## src/rtl/regfile_seq_ctrl_if.sv

```systemverilog
// Micro-op handshake channel plus the 8x16 register file port bundle for regfile_seq_ctrl.
// The master side is the front-end together with the regfile; the slave side is the sequencer.
interface regfile_seq_ctrl_if #(
  parameter int DW = 16,
  parameter int AW = 3
);
  logic          in_valid;
  logic          in_ready;
  logic [3:0]    in_op;
  logic [AW-1:0] in_dst;
  logic [AW-1:0] in_srca;
  logic [AW-1:0] in_srcb;
  logic [DW-1:0] in_imm;

  logic [AW-1:0] AA;
  logic [AW-1:0] BA;
  logic [DW-1:0] AD;
  logic [DW-1:0] BD;
  logic [AW-1:0] DA;
  logic [DW-1:0] DD;
  logic          RW;

  modport master (
    output in_valid, in_op, in_dst, in_srca, in_srcb, in_imm,
    input  in_ready,
    input  AA, BA, DA, DD, RW,
    output AD, BD
  );

  modport slave (
    input  in_valid, in_op, in_dst, in_srca, in_srcb, in_imm,
    output in_ready,
    output AA, BA, DA, DD, RW,
    input  AD, BD
  );
endinterface

```

## src/rtl/regfile_seq_ctrl.sv

```systemverilog
// Sole master of the register file: clears it after reset or on request, then runs
// one micro-op at a time as READ -> EXEC -> WRITE with back-to-back acceptance in WRITE.
module regfile_seq_ctrl #(
  parameter int DW      = 16,
  parameter int AW      = 3,
  parameter int INIT_EN = 1
) (
  input  logic              CLK,
  input  logic              RESET,
  input  logic              init_req,
  regfile_seq_ctrl_if.slave bus,
  output logic              done,
  output logic [DW-1:0]     result,
  output logic              zero,
  output logic              carry,
  output logic              init_done
);

  localparam int            NREG     = 1 << AW;
  localparam logic [AW-1:0] CNT_LAST = AW'(NREG - 1);
  localparam logic [AW-1:0] CNT_ONE  = AW'(1);
  localparam bit            INIT_ON  = (INIT_EN != 32'sd0);

  localparam logic [3:0] OP_MOV = 4'd0;
  localparam logic [3:0] OP_ADD = 4'd1;
  localparam logic [3:0] OP_SUB = 4'd2;
  localparam logic [3:0] OP_AND = 4'd3;
  localparam logic [3:0] OP_OR  = 4'd4;
  localparam logic [3:0] OP_XOR = 4'd5;
  localparam logic [3:0] OP_NOT = 4'd6;
  localparam logic [3:0] OP_LDI = 4'd7;
  localparam logic [3:0] OP_SHL = 4'd8;
  localparam logic [3:0] OP_SHR = 4'd9;
  localparam logic [3:0] OP_NOP = 4'd10;

  typedef enum logic [2:0] {
    S_INIT  = 3'd0,
    S_IDLE  = 3'd1,
    S_READ  = 3'd2,
    S_EXEC  = 3'd3,
    S_WRITE = 3'd4
  } state_t;

  localparam state_t S_RST = INIT_ON ? S_INIT : S_IDLE;

  state_t        state_r;
  state_t        state_nxt_s;
  logic [AW-1:0] cnt_r;
  logic [3:0]    op_r;
  logic [AW-1:0] dst_r;
  logic [AW-1:0] aa_r;
  logic [AW-1:0] ba_r;
  logic [DW-1:0] imm_r;
  logic [DW-1:0] opa_r;
  logic [DW-1:0] opb_r;
  logic [AW-1:0] da_r;
  logic [DW-1:0] dd_r;
  logic [DW-1:0] result_r;
  logic          zero_r;
  logic          carry_r;
  logic          init_done_r;

  logic          init_go_s;
  logic          ready_s;
  logic          accept_s;
  logic          is_nop_s;
  logic          rw_s;
  logic [DW:0]   alu_s;

  // Returns {carry, result}; arithmetic wraps at DW bits.
  function automatic logic [DW:0] alu_f(input logic [3:0]    op,
                                        input logic [DW-1:0] a,
                                        input logic [DW-1:0] b,
                                        input logic [DW-1:0] imm);
    logic [DW:0] res;
    case (op)
      OP_MOV:  res = {1'b0, a};
      OP_ADD:  res = {1'b0, a} + {1'b0, b};
      OP_SUB:  res = {(a < b), a - b};
      OP_AND:  res = {1'b0, a & b};
      OP_OR:   res = {1'b0, a | b};
      OP_XOR:  res = {1'b0, a ^ b};
      OP_NOT:  res = {1'b0, ~a};
      OP_LDI:  res = {1'b0, imm};
      OP_SHL:  res = {a[DW-1], a[DW-2:0], 1'b0};
      OP_SHR:  res = {a[0], 1'b0, a[DW-1:1]};
      default: res = {1'b0, a};
    endcase
    return res;
  endfunction

  assign init_go_s = INIT_ON && init_req && (state_r == S_IDLE);
  // A pending re-clear wins over a micro-op, so IDLE withholds ready while it is requested.
  assign ready_s   = (state_r == S_WRITE) || ((state_r == S_IDLE) && !init_go_s);
  assign accept_s  = bus.in_valid && ready_s;
  assign is_nop_s  = (op_r >= OP_NOP);
  assign rw_s      = (state_r == S_INIT) || ((state_r == S_WRITE) && !is_nop_s);
  assign alu_s     = alu_f(op_r, opa_r, opb_r, imm_r);

  // State register.
  always_ff @(posedge CLK or negedge RESET) begin
    if (!RESET) begin
      state_r <= S_RST;
    end else begin
      state_r <= state_nxt_s;
    end
  end

  // Next-state decode.
  always_comb begin
    state_nxt_s = state_r;
    case (state_r)
      S_INIT: begin
        if (cnt_r == CNT_LAST) begin
          state_nxt_s = S_IDLE;
        end else begin
          state_nxt_s = S_INIT;
        end
      end
      S_IDLE: begin
        if (init_go_s) begin
          state_nxt_s = S_INIT;
        end else if (accept_s) begin
          state_nxt_s = S_READ;
        end else begin
          state_nxt_s = S_IDLE;
        end
      end
      S_READ:  state_nxt_s = S_EXEC;
      S_EXEC:  state_nxt_s = S_WRITE;
      S_WRITE: begin
        if (accept_s) begin
          state_nxt_s = S_READ;
        end else begin
          state_nxt_s = S_IDLE;
        end
      end
      default: state_nxt_s = S_RST;
    endcase
  end

  // Operand capture, ALU result/flags, write-port address/data and the clear counter.
  always_ff @(posedge CLK or negedge RESET) begin
    if (!RESET) begin
      cnt_r       <= '0;
      op_r        <= 4'd0;
      dst_r       <= '0;
      aa_r        <= '0;
      ba_r        <= '0;
      imm_r       <= '0;
      opa_r       <= '0;
      opb_r       <= '0;
      da_r        <= '0;
      dd_r        <= '0;
      result_r    <= '0;
      zero_r      <= 1'b0;
      carry_r     <= 1'b0;
      init_done_r <= 1'b0;
    end else begin
      if (accept_s) begin
        op_r  <= bus.in_op;
        dst_r <= bus.in_dst;
        aa_r  <= bus.in_srca;
        ba_r  <= bus.in_srcb;
        imm_r <= bus.in_imm;
      end
      case (state_r)
        S_INIT: begin
          if (cnt_r == CNT_LAST) begin
            cnt_r       <= '0;
            init_done_r <= 1'b1;
          end else begin
            cnt_r <= cnt_r + CNT_ONE;
            da_r  <= cnt_r + CNT_ONE;
          end
        end
        S_IDLE: begin
          // Without a clear phase the file is usable straight out of reset.
          if (!INIT_ON) begin
            init_done_r <= 1'b1;
          end
          if (init_go_s) begin
            cnt_r       <= '0;
            da_r        <= '0;
            dd_r        <= '0;
            init_done_r <= 1'b0;
          end
        end
        S_READ: begin
          opa_r <= bus.AD;
          opb_r <= bus.BD;
        end
        S_EXEC: begin
          if (!is_nop_s) begin
            result_r <= alu_s[DW-1:0];
            zero_r   <= (alu_s[DW-1:0] == '0);
            carry_r  <= alu_s[DW];
            da_r     <= dst_r;
            dd_r     <= alu_s[DW-1:0];
          end
        end
        S_WRITE: begin
          result_r <= result_r;
        end
        default: begin
          cnt_r <= '0;
        end
      endcase
    end
  end

  // The write strobe is masked by RESET so a reset landing mid-op never commits a write.
  assign bus.RW       = RESET && rw_s;
  assign bus.in_ready = RESET && ready_s;
  assign bus.AA       = aa_r;
  assign bus.BA       = ba_r;
  assign bus.DA       = da_r;
  assign bus.DD       = dd_r;
  assign done         = (state_r == S_WRITE);
  assign result       = result_r;
  assign zero         = zero_r;
  assign carry        = carry_r;
  assign init_done    = init_done_r;

endmodule
```

## src/flat_wrapper.sv

```systemverilog
// flat-port wrapper written by rule: the top's interface ports become plain ports
module regfile_seq_ctrl_flat 
#(
  parameter int DW      = 16,
  parameter int AW      = 3,
  parameter int INIT_EN = 1
)
  (CLK, RESET, init_req, done, result, zero, carry, init_done, bus_in_valid, bus_in_op, bus_in_dst, bus_in_srca, bus_in_srcb, bus_in_imm, bus_in_ready, bus_AA, bus_BA, bus_DA, bus_DD, bus_RW, bus_AD, bus_BD);
  regfile_seq_ctrl_if #(.DW(DW), .AW(AW)) bus_i ();
  input  logic CLK;
  input  logic RESET;
  input  logic init_req;
  output logic done;
  output logic [DW-1:0] result;
  output logic zero;
  output logic carry;
  output logic init_done;
  input wire logic [$bits(bus_i.in_valid)-1:0] bus_in_valid;
  input wire logic [$bits(bus_i.in_op)-1:0] bus_in_op;
  input wire logic [$bits(bus_i.in_dst)-1:0] bus_in_dst;
  input wire logic [$bits(bus_i.in_srca)-1:0] bus_in_srca;
  input wire logic [$bits(bus_i.in_srcb)-1:0] bus_in_srcb;
  input wire logic [$bits(bus_i.in_imm)-1:0] bus_in_imm;
  output wire logic [$bits(bus_i.in_ready)-1:0] bus_in_ready;
  output wire logic [$bits(bus_i.AA)-1:0] bus_AA;
  output wire logic [$bits(bus_i.BA)-1:0] bus_BA;
  output wire logic [$bits(bus_i.DA)-1:0] bus_DA;
  output wire logic [$bits(bus_i.DD)-1:0] bus_DD;
  output wire logic [$bits(bus_i.RW)-1:0] bus_RW;
  input wire logic [$bits(bus_i.AD)-1:0] bus_AD;
  input wire logic [$bits(bus_i.BD)-1:0] bus_BD;
  assign bus_i.in_valid = bus_in_valid;
  assign bus_i.in_op = bus_in_op;
  assign bus_i.in_dst = bus_in_dst;
  assign bus_i.in_srca = bus_in_srca;
  assign bus_i.in_srcb = bus_in_srcb;
  assign bus_i.in_imm = bus_in_imm;
  assign bus_in_ready = bus_i.in_ready;
  assign bus_AA = bus_i.AA;
  assign bus_BA = bus_i.BA;
  assign bus_DA = bus_i.DA;
  assign bus_DD = bus_i.DD;
  assign bus_RW = bus_i.RW;
  assign bus_i.AD = bus_AD;
  assign bus_i.BD = bus_BD;
  regfile_seq_ctrl #(.DW(DW), .AW(AW), .INIT_EN(INIT_EN)) u_core (.CLK(CLK), .RESET(RESET), .init_req(init_req), .bus(bus_i), .done(done), .result(result), .zero(zero), .carry(carry), .init_done(init_done));
endmodule
```

## config.mk

```make
export PLATFORM = sky130hd
export DESIGN_NAME = regfile_seq_ctrl_flat
export DESIGN_NICKNAME = d
export VERILOG_FILES = /design/src/rtl/regfile_seq_ctrl_if.sv /design/src/rtl/regfile_seq_ctrl.sv /design/src/flat_wrapper.sv
export SDC_FILE = /design/constraint.sdc
export NUM_CORES = 1
export LEC_CHECK = 0
export ABC_AREA = 1
export BUFFER_PORTS_ARGS = -buffer_cell sky130_fd_sc_hd__buf_2
export CORE_ASPECT_RATIO = 1.2
export CORE_MARGIN = 5
export CORE_UTILIZATION = 39
export CTS_CLUSTER_SIZE = 12
export DETAILED_ROUTE_END_ITERATION = 10
export GPL_TIMING_DRIVEN = 0
export PLACE_DENSITY = 0.7
export SLEW_MARGIN = 40
export SYNTH_ARGS = -nofsm -noshare
export SYNTH_HDL_FRONTEND = slang
export SYNTH_SLANG_ARGS = --single-unit
export TNS_END_PERCENT = 50
```

## constraint.sdc

```tcl
create_clock -name CLK -period 2.1 [get_ports CLK]
set_input_delay 0.42 -clock CLK [delete_from_list [all_inputs] [get_ports CLK]]
set_output_delay 0.42 -clock CLK [all_outputs]
set_load 0.03 [all_outputs]
```

After elaboration in Yosys (flattened, before gate mapping)
Cells that the tools add are included.
{ "op_classes": {"n_bitwise": 6, "add_sub_neg": 3, "muxes": 17, "n_lt_le_gt_ge": 2, "reduce_logical": 21, "eq_ne": 18} }
{ "op_table": {"columns": ["cell", "count"], "rows": [
  ["$pmux 17 s9", 1],
  ["$mux 16", 2],
  ["$pmux 16 s2", 1],
  ["$pmux 3 s3", 2],
  ["$add 16x16->17", 1],
  ["$and 16x16->16", 1],
  ["$eq 4x3->1 const B", 4],
  ["$logic_not 16->1", 1],
  ["$lt 16x16->1", 1],
  ["$not 16->16", 1],
  ["$or 16x16->16", 1],
  ["$sub 16x16->16", 1],
  ["$xor 16x16->16", 1],
  ["$mux 3", 5],
  ["$pmux 3 s5", 1],
  ["$eq 4x2->1 const B", 2],
  ["$eq 4x4->1 const B", 2],
  ["$eq 3x2->1 const B", 2],
  ["$eq 3x3->1 const B", 2],
  ["$logic_and 1x1->1", 6],
  ["$ne 2x2->1 const B", 3],
  ["$reduce_and 3->1", 2],
  ["$eq 4x1->1 const B", 1],
  ["$ge 4x4->1 const B", 1],
  ["other kinds (15)", 22]
]} }
{ "word_totals": {"wordCells": 82, "output_inout_bits": 47, "input_bits": 65, "reg_bits": 105} }

Logic depth before layout (Yosys ltp)
Gate-level depths: netlist (run 1).
{ "logic_depth": {"depth_word": 9, "depth_mapped": 19, "depth_no_buf": 19} }

Least setup slack after synthesis (run 1)
No wires, ideal clock.
{ "synth_timing": {"path_kind": "register to register", "from": "register u_core.opa_r[0]", "to": "register u_core.zero_r, in the netlist u_core.zero", "arrival_time_ps": 2028, "setup_time_ps": 66, "stages_incl_launch_ff": 17, "t_required_ps": 2034, "period_less_slack_ps": 2094, "slack_ps": 6, "path_buffers": 0, "cell_sequence": "dfrtp_1 -> inv_1 -> ha_1 -> fa_1 -> inv_1 -> nand3_1 -> nand3_1 -> nand2_1 -> nand3_1 -> nand2_1 -> nand3_1 -> nand3_1 -> nand2_1 -> nand2_1 -> nor2_1 -> nand4_1 -> nand2_1"} }
{ "synth_between": {"elab_chain_cells": 3, "elab_cells_between_ends": 8, "cone_classes": "add/sub: 2; mux: 1; bitwise: 4; reduce/logical: 1"} }
{ "synth_lines": {"columns": ["element", "line", "text"], "rows": [
  ["from (decl)", "regfile_seq_ctrl.sv:54", "logic [DW-1:0] opa_r;"],
  ["from (signal assigned)", "regfile_seq_ctrl.sv:190", "opa_r <= bus.AD;"],
  ["$sub 16x16->16, or another cell as far along", "regfile_seq_ctrl.sv:79", "OP_SUB: res = {(a < b), a - b};"],
  ["$pmux 17 s9 (*)", "regfile_seq_ctrl.sv:76", "case (op)"],
  ["$logic_not 16->1 (*)", "regfile_seq_ctrl.sv:196", "zero_r <= (alu_s[DW-1:0] == '0);"],
  ["to (signal assigned)", "regfile_seq_ctrl.sv:196", null],
  ["to (decl)", "regfile_seq_ctrl.sv:59", "logic zero_r;"]
]} }
Mark *: on every way between the ends. The rest lies on a longest branch, timed or not.
A chain may end at the register's enable or synchronous reset.

Final worst setup path (run 1)
Same ends and word-level chain as after synthesis.

==> results.cfg, run 1 <==
[status]
run_status = finished with violations
violations = setup timing

[synthesis]
synthFlopType = dfrtp_1
yosys_warnings = 0
syn-mean-instance-area_um2 = 6.81
yosysSeqAreaShare_pct = 35.5
synth_cell_types = 30
ys_seq_elements = 105
synthCells = 1087
synth-edff-count = 0
synth_nets = 1204
syn_area_um2 = 7410
synthArstFlopShare_pct = 100

[critical_path]
arrival_ns = 2.54
cp-start-kind = flop
endpoint_kind = flop
max_stage_delay_ns = 0.43
crit_slowest_cell = fa_2
cp_data_required_time_ns = 2.34
cp_cell_sequence = buf_6, ha_4, fa_2, nand2_2, nand3_2, nand3_2, nand2_2, nand2_2, nand2_2, nand2_2, nand3_2, nand3_2, nand2_1, nand2_1, nor2_2, nand4_1, nand2_1
cp_common_cell = nand2_2
critPathKind = reg2reg
worstPathMaxFanout = 4

[power]
clockPowerShare_pct = 8.7
switching_power_mw = 10.4
pwr-share-comb_pct = 72.8
pwr_density_cell_nw_per_um2 = 1950
internal-power_mw = 9.18
ir_worst_vdd_mv = 0.977
power_mw = 19.6
power.leakage_nw = 5.26
power_frac_seq_pct = 18.5
netSwitchingFraction_pct = 53.1

[routing]
drt_iter0_drc = 803
top_layer_used = met4
viasPerCell = 5.26
vias = 8132
drc_errors = 0
wl_met1_um = 10100
drt-pass1-iter-count = 8
drt-wirelength-per-cell_um = 16.9
antenna_left = 0
met3_length_um = 2220
routed_wl_um = 26100
wl_met2_um = 12600

[place]
placed_cell_area_um2 = 8320
portBuffers = 111
dpl.hpwl_um = 19100
place.gp.congestion = 0.979

[layout]
multiInputGateArea_um2 = 4750
antennaDiodeCount = 0
drive_gt1_share_pct = 34.9
fin_area_um2 = 10000
seq_area_um2 = 2640
area_delta_synth_final_pct = 35.5
fillers = 1709
final_nets = 1403
final_util_pct = 53.4

[timing]
rsz0062_at_grt = yes
setup-tns-final_ns = -1.20
max_freq_mhz = 434
fin_skew_ns = 0.0153
tightest_slew_ns = 0.621
hold_viol_final = 0
finalWorstSetupSlack_ns = -0.203
holdWs_ns = 0.0172
period_needed_ns = 2.30
fin_crit_sh_pct = 110
relSlewSlack_pct = 58.6
maxSlewViolCount = 0
setup_violations = 12

[floorplanning]
io_pins = 112
chipWidth_um = 136
die_y_um = 161
dieArea_um2 = 21900
design.core.area_um2 = 18800
initial_core_util_pct = 39.4
row_count = 55

[global_routing]
gr-usage-all-layers_pct = 22.5
grt-ovfl-total = 0
antenna_found_initial = 0
grt_pass1_vias = 7704
grt_max_degree = 65
grt_first_pass_wirelength_um = 39300

[hold_path]
holdCritPathClass = in2async

[job]
maxCapViolCount = 0

[clocking]
clockRootBuffer = clkbuf_16
clock_sinks = 105
clk_latency_ns = 0.36
htree_levels = 3
clkSlewWorstSetupHoldPaths_ns = 0.08
ctsLongestPathBuffers = 2
cts_buffers = 9
cts_tree = done
-- power by group through the flow --
stage	combinational [mW]	sequential [mW]	clock, mW
2_1_floorplan	6.67	4.20	0
6_report	14.2	3.62	1.71
5_1_grt	15.4	3.72	1.82
3_5_place_dp	10.1	3.66	0
3_3_place_gp	9.93	3.64	0
4_1_cts	12.2	3.54	1.74
-- critical path: cells and delay by family (launching register included) --
| family | cells | cell delay (ns) |
|---|---|---|
| buf+inv | 1 | 0.14 |
| flops | 1 | 0.42 |
| fa+ha+maj | 2 | 0.59 |
| simple gates | 14 | 1.04 |
-- cell usage in the layout, fill, tap and decap left out, drive strengths merged --
master    instances
a21oi            70
a22oi             1
and2              4
buf             209
clkbuf           24
clkinv            2
clkinvlp          3
dfrtp           105
fa                2
ha               50
inv             151
mux2             22
nand2           356
nand3            89
nand4            24
nor2            122
nor3              6
o2111ai           7
o211ai            8
o21ai            19
o21bai            3
o221ai            1
o22ai            11
or2               2
-- state kept, by name (all words and copies together), names as in the netlist, 4 cells and up --
| name | count |
|---|---|
| u_core.opb_r | 16 |
| u_core.op_r | 4 |
| u_core.result | 16 |
| u_core.bus.DD | 16 |
| u_core.opa_r | 16 |
| u_core.imm_r | 16 |
-- final timing paths --
path                                         from           endpoint  slack, ns  cells after the start
worst max-delay path              u_core.opa_r[0]        u_core.zero      -0.20                     17
worst min-delay path                        RESET   u_core.init_done       0.02                      2
worst max register to register    u_core.opa_r[0]        u_core.zero      -0.20                     17
worst min register to register  u_core.result[12]  u_core.result[12]       0.48                      2
max in group asynchronous                   RESET   u_core.opa_r[10]       1.74                      2
min in group CLK                    bus_in_imm[4]    u_core.imm_r[4]       0.30                      2
-- layout make-up --
cell class,count,share of cell area (%)
Multi-Input combinational cell,797,47.3
Sequential cell,105,26.3
Timing Repair Buffer,189,11.8
Inverter,151,5.95
Tap cell,256,3.19
Clock buffer,11,2.52
Buffer,33,2.38
Clock inverter,5,0.461
-- what timing repair did --
item,4_1_cts,5_1_grt
endpoints found under the setup margin,33,55
hold buffers,1,0
resized for setup,141,133
setup buffers,36,36
pin swaps,23,58
gates cloned,1,4
hold endpoints to repair,42,0
-- per-stage QoR --
| stage | instances | setup WS, ns |
|---|---|---|
| 4_1_cts | 1509 | -0.126 |
| 3_3_place_gp | 1454 | -1.14 |
| 5_1_grt | 1547 | -0.295 |
| 2_1_floorplan | 1087 | 0.00620 |
| 6_report | 1547 | -0.203 |
| 3_5_place_dp | 1455 | -0.508 |
-- cells in the mapped netlist, drive strengths merged (4+ instances only) --
master / number / area share, %
nand2: 356 / 18
inv: 150 / 7.6
nor2: 122 / 6.3
dfrtp: 105 / 35
nand3: 89 / 6.0
a21oi: 70 / 4.7
ha: 50 / 8.4
buf: 24 / 1.6
nand4: 24 / 2.0
mux2: 22 / 3.3
o21ai: 19 / 1.3
o22ai: 11 / 0.93
clkbuf: 10 / 0.51
o211ai: 8 / 0.81
o2111ai: 7 / 0.83
nor3: 6 / 0.41
and2: 4 / 0.34
-- cells by family after synthesis --
family,synth area share (%)
multiplexers,3.35
adder cells (fa/ha/maj),8.99
flip-flops,35.5
buffers and inverters,9.77
AO/OA/AOI/OAI,9.11
AND/OR/NAND/NOR,33.3
-- routing by layer --
metal	up-vias	GRT usage, %
met1	3776	27.9
met3	80	4.48
met2	412	38.0
met4	0	9.72
met5	-	0
li1	3864	-
Note: power is estimated with default switching activity, not from simulation.
==> run 2, diff against run 1 <==
- CORE_UTILIZATION: 39 -> 53
- PLACE_DENSITY: 0.7 -> 0.88
- SETUP_SLACK_MARGIN: default -> 0.02
==> run 2 against run 1 <==
Against the previous run:
- final cell count is 5.6% lower
- global-route usage is 8.1 points higher
- the flow still finishes with violations (setup timing)
- clock skew is 0.0062 ns lower
- non-clock buffer count stayed put
- worst hold slack worse by 0.013 ns
- final area is 0.65% lower
==> results.cfg, run 2 (same netlist as run 1, synthesis figures left out) <==
[global_routing]
grt_pass1_vias = 8134
gr-usage-all-layers_pct = 30.6
grt_first_pass_wirelength_um = 41100
antenna_found_initial = 0
grt-ovfl-total = 0
grt_max_degree = 70

[critical_path]
critical-path-top-delay-family = simple AND/OR/NAND/NOR gates
critPathKind = reg2reg
r2r_cells = 11
cp_data_required_time_ns = 2.38
rrSetupSlack_ns = -0.40
worstSetupEndpoint = u_core.zero
r2r_end = u_core.zero
worst-path-stages = 11
path_buf_inv = 1
r2r_start = u_core.op_r[2]
cp-startpoint = u_core.op_r[2]
worstPathMaxFanout = 8
cp-start-kind = flop
arrival_ns = 2.78
endpoint_kind = flop
cp_cell_sequence = o21ai_2, nand2_1, inv_2, o21ai_0, nor3_1, nand3_2, nand2_1, nand2_1, nor2_1, nand4_1, nand2_1
cp_common_cell = nand2_1
max_stage_delay_ns = 0.46
crit_slowest_cell = dfrtp_1

[timing]
finalWorstSetupSlack_ns = -0.397
tightest_slew_ns = 0.654
holdWs_ns = 0.00388
max_freq_mhz = 401
setup_violations = 20
maxSlewViolCount = 0
fin_skew_ns = 0.00907
relSlewSlack_pct = 56.4
hold_viol_final = 0
rsz0062_at_grt = yes
period_needed_ns = 2.50
fin_crit_sh_pct = 119

[clocking]
cts_buffers = 9
clkSlewWorstSetupHoldPaths_ns = 0.07
clock_sinks = 105
ctsLongestPathBuffers = 2
cts_tree = done
clockRootBuffer = clkbuf_16
htree_levels = 3
clk_latency_ns = 0.35

[routing]
vias = 8725
viasPerCell = 5.97
drt_iter0_drc = 1168
drc_errors = 0
drt-wirelength-per-cell_um = 19.4
drt-pass1-iter-count = 8
antenna_left = 0
routed_wl_um = 28400

[floorplanning]
row_count = 47
design.core.area_um2 = 13800
initial_core_util_pct = 53.8
dieArea_um2 = 16400
die_y_um = 139
io_pins = 112
chipWidth_um = 118

[job]
maxCapViolCount = 0

[layout]
final_nets = 1403
fillers = 949
drive_gt1_share_pct = 34.3
layout_commonest_cell = nand2_1
area_delta_synth_final_pct = 34.6
antennaDiodeCount = 0
final_cell_mix = nand2_1, buf_2, inv_1

[status]
run_status = finished with violations
violations = setup timing

[place]
place.gp.congestion = 0.998
dpl.hpwl_um = 18700
portBuffers = 111

[hold_path]
holdCritPathClass = in2async
[run 2: changes by cell type in the layout (fill, tap and decap cells not counted), moves of 4 or more]
cell,previous run,this run
nand2_2,36,41
dfrtp_2,12,8
buf_2,120,124
buf_4,72,67
dfrtp_1,93,97
nand3_2,35,26
nand3_4,2,8
nand2_1,317,311
[run 2: area by class of cell]
type	instances	area [µm²]	area share (%)
sequential	105	2640	26.5
timing repair buffer	188	1170	11.8
clock buffer	11	233	2.33
buffer	34	255	2.56
inverter	151	586	5.87
tap	171	214	2.15
multi-input combinational	797	4810	48.3
clock inverter	4	52.6	0.527
[run 2: layer usage]
| layer | global-route usage (%) | part of all wire [%] | routed length [µm] |
|---|---|---|---|
| met5 | 0 | 0 | 0 |
| met4 | 14.3 | 6.5 | 1840 |
| met3 | 4.83 | 11 | 3080 |
| met2 | 52.6 | 47 | 13400 |
| met1 | 37.7 | 35 | 10100 |
[run 2: worst min-delay path by stage]
| stage | end | cells past startpoint |
|---|---|---|
| 4_1_cts | u_core.cnt_r[1] | 2 |
| 3_3_place_gp | u_core.bus.DD[6] | 2 |
| 3_5_place_dp | u_core.cnt_r[1] | 1 |
| 2_1_floorplan | u_core.bus.AA[0] | 0 |
| 6_report | u_core.cnt_r[1] | 2 |
| 5_1_grt | u_core.cnt_r[1] | 2 |
[run 2: repair_timing]
action | 4_1_cts | 5_1_grt
cloned | 0 | 6
hold buffers | 1 | 0
hold endpoints to repair | 37 | 0
setup endpoints to repair | 32 | 82
buffers inserted | 39 | 30
gates resized for setup | 136 | 135
pin swaps | 20 | 37
[run 2: metrics by stage]
step                setup WS, ns  std cells  area, µm²  setup TNS (ns)  utilization (%)
floorplan                 0.0605       1087       7410               0                -
global placement           -1.08       1369       8180          -60.60             59.4
detailed placement        -0.502       1370       8220           -6.39             59.7
CTS                       -0.204       1425       9220          -0.345             67.0
global route              -0.488       1461       9970           -3.36             72.4
finish                    -0.397       1461       9970           -1.68             72.4
Power of run 2 is left out: the tool's default activity adds up to more than one toggle a clock period on the data nets, which glitch-free logic cannot reach.
